### src/rtl/demux4_stream.sv
// demux4_stream: 1-to-4 registered stream demultiplexer with a one-entry holding register per lane.
// Optional per-lane delivery counters are enabled with `define DEMUX4_STREAM_COUNT_EN.
module demux4_stream #(
  parameter int width = 32
) (
  input  logic                 clk,
  input  logic                 reset,
  input  logic [width-1:0]     in_data,
  input  logic [1:0]           in_select,
  input  logic                 in_valid,
  output logic                 in_ready,
  output logic [4*width-1:0]   out_data,
  output logic [3:0]           out_valid,
  input  logic [3:0]           out_ready
`ifdef DEMUX4_STREAM_COUNT_EN
  ,
  output logic [4*16-1:0]      out_count
`endif
);

  // Handshake: a word moves on a rising edge when valid and ready are both high.
  // in_ready looks only at the selected lane and includes a combinational out_ready->in_ready path,
  // which lets a full lane be drained and refilled in the same cycle.
  typedef enum logic {
    LANE_EMPTY = 1'b0,
    LANE_FULL  = 1'b1
  } lane_state_t;

  lane_state_t      r_state [4];
  lane_state_t      w_state_nxt [4];
  logic [width-1:0] r_data [4];
  logic [3:0]       w_load;
  logic [3:0]       w_deliver;
  logic             w_accept;

  always_comb begin
    in_ready = ~reset & ((r_state[in_select] == LANE_EMPTY) | out_ready[in_select]);
    w_accept = in_valid & in_ready;
  end

  always_comb begin
    w_load    = '0;
    w_deliver = '0;
    for (int k = 0; k < 4; k++) begin
      w_load[k]    = w_accept & (in_select == 2'(k));
      w_deliver[k] = (r_state[k] == LANE_FULL) & out_ready[k];
    end
  end

  // A reload wins over a delivery so a lane can sustain one word per cycle.
  always_comb begin
    for (int k = 0; k < 4; k++) begin
      w_state_nxt[k] = r_state[k];
      if (w_load[k]) begin
        w_state_nxt[k] = LANE_FULL;
      end else if (w_deliver[k]) begin
        w_state_nxt[k] = LANE_EMPTY;
      end
    end
  end

  always_ff @(posedge clk) begin
    if (reset) begin
      for (int k = 0; k < 4; k++) begin
        r_state[k] <= LANE_EMPTY;
        r_data[k]  <= '0;
      end
    end else begin
      for (int k = 0; k < 4; k++) begin
        r_state[k] <= w_state_nxt[k];
        if (w_load[k]) begin
          r_data[k] <= in_data;
        end
      end
    end
  end

  always_comb begin
    out_valid = '0;
    out_data  = '0;
    for (int k = 0; k < 4; k++) begin
      out_valid[k]               = (r_state[k] == LANE_FULL);
      out_data[k*width +: width] = r_data[k];
    end
  end

`ifdef DEMUX4_STREAM_COUNT_EN
  logic [15:0] r_count [4];

  // Counters wrap naturally at 16 bits; a delivery during reset is not counted.
  always_ff @(posedge clk) begin
    if (reset) begin
      for (int k = 0; k < 4; k++) begin
        r_count[k] <= '0;
      end
    end else begin
      for (int k = 0; k < 4; k++) begin
        if (w_deliver[k]) begin
          r_count[k] <= r_count[k] + 16'd1;
        end
      end
    end
  end

  always_comb begin
    out_count = '0;
    for (int k = 0; k < 4; k++) begin
      out_count[k*16 +: 16] = r_count[k];
    end
  end
`endif

endmodule

### config.mk
export PLATFORM = sky130hd
export DESIGN_NAME = demux4_stream
export DESIGN_NICKNAME = d
export VERILOG_FILES = /design/src/rtl/demux4_stream.sv
export SDC_FILE = /design/constraint.sdc
export NUM_CORES = 1
export LEC_CHECK = 0
export BUFFER_PORTS_ARGS = -buffer_cell sky130_fd_sc_hd__buf_2
export CAP_MARGIN = 25
export CORE_ASPECT_RATIO = 1.2
export CORE_UTILIZATION = 30
export CTS_BUF_LIST = sky130_fd_sc_hd__clkbuf_4
export CTS_CLUSTER_DIAMETER = 150
export DETAILED_ROUTE_END_ITERATION = 16
export SLEW_MARGIN = 20
export SYNTH_ARGS = -nofsm -noshare
export SYNTH_HDL_FRONTEND = slang
export SYNTH_SLANG_ARGS = --single-unit
### constraint.sdc
create_clock -name clk -period 2.4 [get_ports clk]
set_clock_uncertainty 0.2 [all_clocks]
set_input_delay 0.24 -clock clk [delete_from_list [all_inputs] [get_ports clk]]
set_output_delay 0.24 -clock clk [all_outputs]
set_load 0.01 [all_outputs]
==> summary.txt, run 1 <==
Run status
  – Outcome: finished clean

Synth
  – Compound-cell area share of the yosys netlist: 0.699%
  – Synth Area in XOR/XNOR: 0%
  – Largest family of logic cells by synthesized area: simple AND/OR/NAND/NOR gates
  – Yosys Warn Count: 0
  – Simple-Gate Fraction of Synth Area: 17.0%
  – Post-synth top area share: 76.7%
  – Synth top area cells: edfxtp_1 77%, nor2_1 9.4%, nand2_4 2.5%
  – Net Count, Synth: 383
  – Sequential-to-total area share from yosys stat: 78.3%
  – Synth Register Bits: 132
  – Area leader, netlist: edfxtp_1
  – Mux share of post-synthesis cell area: 0.200%
  – Cell area after synthesis: 0.00501 sq mm
  – Synth unique cells: 24
  – Post-synthesis adder-cell area fraction: 0%
  – Mean Syn Cell Area: 14.6 sq um
  – Cells after Synth: 342

STA
  – Max_slew headroom: 47.7%
  – Setup violations, final: 0
  – Final hold vios: 0
  – Hold WS: 175 ps
  – Setup TNS: 0 ps
  – Fmax: 491 MHz
  – Final worst path period share: 84.9%
  – Max Transition Viols Final: 0
  – Tmin final: 2040 ps
  – RSZ-0062 raised after global routing: no
  – Least-Margin Pin Slew: 782 ps

Global routing
  – Largest net degree at the start of global routing: 33
  – First-pass GRT wire length: 18400 um
  – Vias in the first global route: 3418
  – Initial antenna violation count: 0
  – Grt ovf: 0
  – Total track usage: 14.7%

Floorplanning
  – Initial Util: 30.8%
  – Boundary Pins: 174
  – Die width: 120 um
  – Die Area: 0.0172 sq mm
  – Core area: 0.0163 sq mm
  – Row count: 51
  – Die H: 144 um

Flow run
  – MaxCap Viol Count: 0

Critical path
  – Reg2reg path depth: 4
  – Worst EP required: 1960 ps
  – Crit path arrival time: 1600 ps
  – Reg-to-reg endpoint: r_data[1][27]$_SDFFCE_PN0P_
  – Crit end category: primary output
  – Worst r2r src: r_state[1]$_SDFF_PP0_
  – Worst setup path start: out_ready[1]
  – Crit Path Max Fanout: 4
  – Crit path kind: input pin to primary output
  – CP Launch Type: input pin
  – Worst setup path end: in_ready
  – R2R setup slack: 550 ps

Detailed routing
  – Antenna-violating nets left: 0
  – Via count: 3376
  – TritonRoute pass-1 iters: 4
  – Vias per inst: 4.29
  – Drt drc: 0
  – DRT iter0 DRCs: 131
  – WL/cell: 15.9 um
  – WL final: 12500 um

Worst hold path
  – Worst hold path class: input pin to register

Pwr
  – Sequential share of power: 53.3%
  – Switch share: 22.8%
  – Clk pwr share: 37.4%
  – Switch Pwr: 1.14 mW
  – PD cells: 729 mW/mm^2
  – Internal power: 3.86 mW
  – Maximum vdd drop: 0.260 mV
  – Leak Pwr: 2.99 nW
  – Gate power share: 9.4%

Clocking
  – Worst skew pair latency: 500 ps
  – # hold bufs at CTS: 40
  – Postcts setup bufs: 0
  – CTS sink cnt: 132
  – CTS tree: yes
  – Reg clk slew, reported paths: 110 ps
  – H-tree levels: 4
  – Clock Path Buffers: 2
  – Root buffer cell: clkbuf_4
  – Total CTS buffers: 17
  – Post-cts gate resize count: 0

Layout
  – Commonest non-fill, non-tap cell in the layout: buf_2
  – Multi-input gate area: 915 sq um
  – FF/Latch Area: 0.00392 sq mm
  – Commonest cells after routing, fill and taps aside: 173 x buf_2, 128 x edfxtp_1, 125 x nor2_1
  – Layout net count: 603
  – Number of diodes: 0
  – Area growth syn-to-layout: 36.9%
  – Layout cell share with drive strength beyond 1: 42.6%
  – Number of fill cells: 1530

Place
  – Port buffer count: 173
  – GPL Wtd Cong: 0.719
  – Post-DP HPWL: 8310 um
layout make-up:
| cell class | count | share of cell area (%) |
|---|---|---|
| sequential | 132 | 57.2 |
| timing repair buffer | 222 | 20.2 |
| multi-input combinational | 188 | 13.3 |
| tap | 212 | 3.87 |
| clock inverter | 14 | 3.38 |
| clock buffer | 18 | 1.97 |
| inverter | 1 | 0.0547 |
flip-flops by register name (all words and copies together), names as in the netlist:
| register | flops |
|---|---|
| r_state | 4 |
| r_data | 128 |
power groups by stage:
stage               Clock, mW  Combinational [mW]  Sequential (mW)
global placement            0               0.421             2.72
floorplan                   0               0.162             2.77
detailed placement          0               0.428             2.72
global route             2.00               0.511             2.67
CTS                      1.91               0.478             2.67
finish                   1.87               0.469             2.66
per-stage QoR:
stage	util, %	total power [mW]	std cells	worst slack (ps)	cell area [sq um]
2_1_floorplan	-	2.94	342	411	5010
3_3_place_gp	37.4	3.14	715	528	6090
3_5_place_dp	37.4	3.15	715	487	6090
4_1_cts	42.1	5.06	787	337	6860
5_1_grt	42.1	5.18	787	282	6860
6_report	42.1	5.00	787	362	6860
cells in the mapped netlist:
cell type,count
buf_6,6
inv_1,1
or2b_2,1
edfxtp_1,128
mux2i_1,1
nand4_1,1
a311o_1,1
and2b_2,1
nor4b_1,1
nor2_1,125
buf_2,7
buf_12,1
nand2_2,9
a21oi_1,5
nor2b_4,1
dfxtp_1,4
clkbuf_8,2
buf_4,5
nor2_2,4
nand3_1,4
nand2b_1,7
nand2_1,15
nand2_4,11
nor2b_2,1
worst min path at each step:
stage / start / to / slack (ps) / depth (start not counted)
CTS: in_valid / r_data[1][13]$_SDFFCE_PN0P_ / 130 / 4
floorplan: in_valid / r_state[0]$_SDFF_PP0_ / 220 / 2
global route: in_valid / r_data[1][13]$_SDFFCE_PN0P_ / 160 / 4
finish: in_valid / r_data[1][13]$_SDFFCE_PN0P_ / 170 / 4
detailed placement: r_state[0]$_SDFF_PP0_ / r_state[0]$_SDFF_PP0_ / 340 / 2
global placement: r_state[0]$_SDFF_PP0_ / r_state[0]$_SDFF_PP0_ / 340 / 2
kinds of logic after synthesis:
logic type	Yosys count
AND/OR/NAND/NOR	181
flip-flops	132
buffers and inverters	22
multiplexers	1
AO/OA/AOI/OAI	6
worst max-delay path, stage by stage:
cell           delay, ps
dlygate4sd3_1        540
buf_2                120
or2b_2               330
mux2i_1              150
a21oi_1               80
buf_2                140
routing by layer:
layer  share of wire [%]  track usage [%]
met2                  51             25.8
met4                 1.3             5.26
met3                 6.8             4.52
met5                   0                0
met1                  41             16.9
(Power assumes the default switching activity.)
==> run 2: changes to the inputs <==
- clock period: 2.4 -> 1.7 ns (I/O delays scaled with it)
==> run 2 against run 1 <==
Compared with the run above: the flow now finishes with violations (hold timing, setup timing); sequential share of layout area grew 0.16 points; clock power is essentially flat; critical path depth shrank 2; via count grew 1.4%; worst setup slack lost 580 ps; combinational power grew 49%; first-iteration DRC count grew 27%; wire length shrank 0.75%; final area shrank 0.22%; die area is the same; sequential power grew 41%; critical endpoint unchanged.
==> summary.txt, run 2 (synthesized netlist as in run 1, its figures left out) <==
Worst hold path
  – Worst hold path class: input pin to register
  – Hold Crit Depth: 4

Detailed routing
  – Highest metal used: met4
  – Antenna-violating nets left: 0
  – WL/cell: 15.8 um
  – WL met1: 5070 um
  – WL final: 12400 um
  – Routed length on met3: 796 um
  – Vias per inst: 4.35
  – Via count: 3422
  – Drt drc: 0
  – TritonRoute pass-1 iters: 4
  – DRT iter0 DRCs: 167
  – Met2 Wirelength: 6460 um

Run status
  – Failing checks: hold timing, setup timing
  – Outcome: finished, violations left

Global routing
  – First-pass GRT wire length: 18600 um
  – Initial antenna violation count: 0
  – Largest net degree at the start of global routing: 33
  – Vias in the first global route: 3369
  – Total track usage: 14.9%
  – Grt ovf: 0

Critical path
  – Crit path cell chain: nor4b_4 -> a311o_1 -> a21oi_2 -> buf_2
  – Slowest CP cell: dfxtp_2
  – Crit Path Max Fanout: 2
  – Crit path arrival time: 1550 ps
  – Worst EP required: 1330 ps
  – Crit-path max cell delay: 350 ps
  – CP Launch Type: register
  – Crit path kind: register to primary output
  – Worst path bufs/invs: 1
  – Reg2reg path depth: 5
  – Crit end category: primary output
  – CP delay by family, top: compound AO/OA/AOI/OAI gates
  – Worst path depth: 4

Clocking
  – CTS tree: yes
  – H-tree levels: 4
  – Reg clk slew, reported paths: 120 ps
  – Total CTS buffers: 17
  – Root buffer cell: clkbuf_4
  – CTS sink cnt: 132
  – Worst skew pair latency: 530 ps
  – Clock Path Buffers: 2

Layout
  – Number of diodes: 0
  – Area growth syn-to-layout: 36.6%
  – Fin util: 42.1%
  – Layout net count: 604
  – Number of fill cells: 1547
  – Number of flip-flops in the largest register: 128
  – Layout cell share with drive strength beyond 1: 44.7%
  – Commonest non-fill, non-tap cell in the layout: buf_2
  – Multi-input gate area: 972 sq um
  – Largest registers: r_data: 128 flops, r_state: 4 flops
  – Final Non-Filler Cells: 787
  – Final instance area: 0.00684 sq mm
  – Largest Register: r_data
  – Commonest cells after routing, fill and taps aside: 173 x buf_2, 128 x edfxtp_1, 125 x nor2_1
  – FF/Latch Area: 0.00393 sq mm

Floorplanning
  – Die H: 144 um
  – Boundary Pins: 174
  – Row count: 51
  – Die Area: 0.0172 sq mm
  – Die width: 120 um
  – Initial Util: 30.8%
  – Core area: 0.0163 sq mm

STA
  – Max Transition Viols Final: 0
  – Final setup margin: -220 ps
  – Tmin final: 1920 ps
  – Fmax: 521 MHz
  – Max_slew headroom: 83.5%
  – RSZ-0062 raised after global routing: yes
  – Least-Margin Pin Slew: 247 ps
  – Final hold vios: 1
  – Final worst path period share: 113%
  – Hold WS: -125 ps
  – Setup TNS: -220 ps
  – Setup violations, final: 1

Place
  – Port buffer count: 173
  – Placed instance area: 0.00615 sq mm
  – GPL Wtd Cong: 0.750
  – DP Cell Count: 716
  – Post-DP HPWL: 8010 um

Pwr
  – Leak Pwr: 2.97 nW
  – PD cells: 922 mW/mm^2
  – Maximum vdd drop: 0.316 mV

Flow run
  – MaxCap Viol Count: 0
## run 2: changes by cell type in the layout (fill, tap and decap cells not counted), moves of 3 or more
cell        change
buf_12          +4
bufinv_16       -5
clkinv_2        +3
clkinvlp_4      +3
## run 2: area by class of cell
type | count | share of cell area [%]
timing repair buffer | 223 | 21.0
sequential | 132 | 57.4
multi-input combinational | 188 | 14.2
clock inverter | 11 | 1.30
inverter | 1 | 0.0549
tap | 212 | 3.88
clock buffer | 20 | 2.19
## run 2: worst min-delay path: stages
cell	delay [ps]
buf_2	80
or2b_4	110
buf_4	140
a21oi_1	70
## run 2: stage by stage
step / worst slack [ps] / power [mW]
after detailed placement: 111 / 4.46
after floorplan: 27.5 / 4.14
final: -220 / 6.31
after CTS: -272 / 6.38
after global placement: 160 / 4.45
after global routing: -326 / 6.58
## run 2: where the power goes
part	switching [mW]	total, mW	internal (mW)
clock	1.11	1.85	0.745
combinational	0.416	0.697	0.281
sequential	0.0432	3.76	3.72
total	1.56	6.31	4.74
## run 2: layer usage
metal / global-route usage (%) / up-vias
met3: 5.08 / 11
met2: 25.4 / 130
li1: - / 1617
met1: 17.5 / 1664
met4: 4.74 / 0
met5: 0 / -
## run 2: timing repair
item                       CTS  global route
pin swaps                    1             0
setup endpoints to repair    1             3
gates resized for setup      4             8
hold buffers                37             1
setup buffers                1             1
hold endpoints to repair   132             1
cloned                       0             0
## run 2: worst paths after layout
| check | slack [ps] | from | to |
|---|---|---|---|
| worst max-delay path | -220 | r_state[0]$_SDFF_PP0_ | in_ready |
| worst min-delay path | -130 | out_ready[1] | r_state[1]$_SDFF_PP0_ |
| worst max register to register | 50 | r_state[1]$_SDFF_PP0_ | r_data[1][20]$_SDFFCE_PN0P_ |
| worst min register to register | 580 | r_state[1]$_SDFF_PP0_ | r_state[1]$_SDFF_PP0_ |
==> run 3: changes to the inputs <==
- CELL_PAD_IN_SITES_DETAIL_PLACEMENT: not set -> 0
- CELL_PAD_IN_SITES_GLOBAL_PLACEMENT: not set -> 1
- GPL_ROUTABILITY_DRIVEN: not set -> 0
- PLACE_DENSITY_LB_ADDON: not set -> 0.1
==> run 3 against run 2 <==
Compared with the run above: the run still ends with hold timing, setup timing left; clock power rose by 18%; global-route usage rose by 0.80 points; non-clock buffer count rose by 3; worst hold slack got worse by 9.1 ps; wire length rose by 4.9%; critical endpoint unchanged; largest power group unchanged.
==> summary.txt, run 3 (synthesized netlist as in run 1, its figures left out) <==
Run status
  – Outcome: finished, violations left
  – Failing checks: hold timing, setup timing

Floorplanning
  – Row count: 51
  – Core area: 0.0163 sq mm
  – Die width: 120 um
  – Die Area: 0.0172 sq mm
  – Initial Util: 30.8%
  – Die H: 144 um
  – Boundary Pins: 174

Layout
  – Area growth syn-to-layout: 38.0%
  – Fin util: 42.5%
  – Layout cell share with drive strength beyond 1: 44.2%
  – Number of flip-flops in the largest register: 128
  – Layout net count: 607
  – Largest registers: r_data: 128 flops, r_state: 4 flops
  – Final Non-Filler Cells: 793
  – Largest Register: r_data
  – Commonest non-fill, non-tap cell in the layout: buf_2
  – Final instance area: 0.00691 sq mm
  – Commonest cells after routing, fill and taps aside: 173 x buf_2, 128 x edfxtp_1, 125 x nor2_1

Clocking
  – Reg clk slew, reported paths: 130 ps
  – H-tree levels: 4
  – Clock Path Buffers: 2
  – CTS sink cnt: 132
  – CTS tree: yes
  – Worst skew pair latency: 510 ps
  – Root buffer cell: clkbuf_4
  – Total CTS buffers: 17
  – # hold bufs at CTS: 38

Critical path
  – Worst setup path start: r_state[0]$_SDFF_PP0_
  – Crit-path max cell delay: 340 ps
  – Crit Path Max Fanout: 2
  – Worst r2r src: r_state[1]$_SDFF_PP0_
  – R2R setup slack: 90 ps
  – Crit end category: primary output
  – Crit path kind: register to primary output
  – Worst setup path end: in_ready
  – Worst EP required: 1330 ps
  – Reg2reg path depth: 5
  – Crit path cell chain: nor4b_1 -> a311o_1 -> a21oi_1 -> buf_2
  – Crit path arrival time: 1510 ps
  – Reg-to-reg endpoint: r_data[1][25]$_SDFFCE_PN0P_
  – Slowest CP cell: dfxtp_2
  – CP Launch Type: register

STA
  – RSZ-0062 raised after global routing: yes
  – Final hold vios: 1
  – Max_slew headroom: 81.7%
  – Least-Margin Pin Slew: 275 ps
  – Final worst path period share: 111%
  – Hold WS: -134 ps
  – Fmax: 531 MHz
  – Max Transition Viols Final: 0
  – Setup violations, final: 1
  – Tmin final: 1880 ps
  – Final setup margin: -184 ps

Global routing
  – Vias in the first global route: 3310
  – First-pass GRT wire length: 19300 um
  – Initial antenna violation count: 2
  – Largest net degree at the start of global routing: 33
  – Total track usage: 15.7%
  – Grt ovf: 0

Pwr
  – Leak Pwr: 3.00 nW
  – PD cells: 961 mW/mm^2
  – Maximum vdd drop: 0.425 mV

Detailed routing
  – DRT iter0 DRCs: 127
  – Drt drc: 0
  – Via count: 3366
  – WL final: 13000 um
  – WL/cell: 16.4 um
  – Antenna-violating nets left: 0
  – Vias per inst: 4.24
  – TritonRoute pass-1 iters: 5

Flow run
  – MaxCap Viol Count: 0

Place
  – Placed instance area: 0.00618 sq mm
  – Port buffer count: 173
  – DP Cell Count: 719
  – Post-DP HPWL: 8480 um

Worst hold path
  – Worst hold path class: input pin to register
## run 3: changes by cell type in the layout (fill, tap and decap cells not counted), sizes merged
cell      previous run  this run
buf                185       188
bufinv               1         3
clkinvlp             4         5
diode                0         2
clkbuf              20        18
## run 3: per-layer routing
metal / wire [um] / GRT usage (%) / vias to the layer above
met4: 170 / 5.59 / 0
li1: - / - / 1622
met3: 811 / 4.37 / 10
met5: 0 / 0 / -
met1: 5600 / 19.2 / 1612
met2: 6460 / 26.3 / 122
## run 3: final cells by class
cell class              count  area [sq um]
diodes                      2          5.00
clock buffers              18           135
clock inverters            14           163
fillers                  1606          9360
inverters                   1          3.75
multi-input cells         188           943
flip-flops and latches    132          3930
well taps                 212           265
repair buffers            226          1470
## run 3: what timing repair did
item,CTS,global route
pin swaps,1,1
endpoints found under the setup margin,1,26
resized for setup,3,4
hold endpoints to repair,132,1
setup buffers,2,0
## run 3: worst min path at each step
stage / start / to / slack (ps) / cells past startpoint
global route: out_ready[1] / r_state[1]$_SDFF_PP0_ / -170 / 4
global placement: reset / r_state[2]$_SDFF_PP0_ / 290 / 2
CTS: out_ready[1] / r_state[1]$_SDFF_PP0_ / -220 / 4
floorplan: in_valid / r_state[0]$_SDFF_PP0_ / 170 / 2
finish: out_ready[1] / r_state[1]$_SDFF_PP0_ / -130 / 4
detailed placement: reset / r_state[3]$_SDFF_PP0_ / 290 / 2
## run 3: where the power goes
group	total, mW	switching, mW	internal (mW)
logic	0.705	0.418	0.287
registers	3.76	0.0430	3.72
clock network	2.18	1.16	1.02
total	6.64	1.62	5.03
## run 3: metrics by stage
stage	total power [mW]	setup TNS, ps	worst slack (ps)	hold slack, ps
finish	6.64	-184	-184	-134
global route	6.92	-289	-289	-173
CTS	6.74	-242	-242	-224
detailed placement	4.48	0	94.5	295
global placement	4.48	0	150	289
floorplan	4.14	0	27.5	168
## run 3: worst max-delay path: cells and delay by family, from the launching register on
kind,cells,cell delay (ps)
flops,1,340
buf+inv,1,140
compound gates,2,380
simple gates,1,130
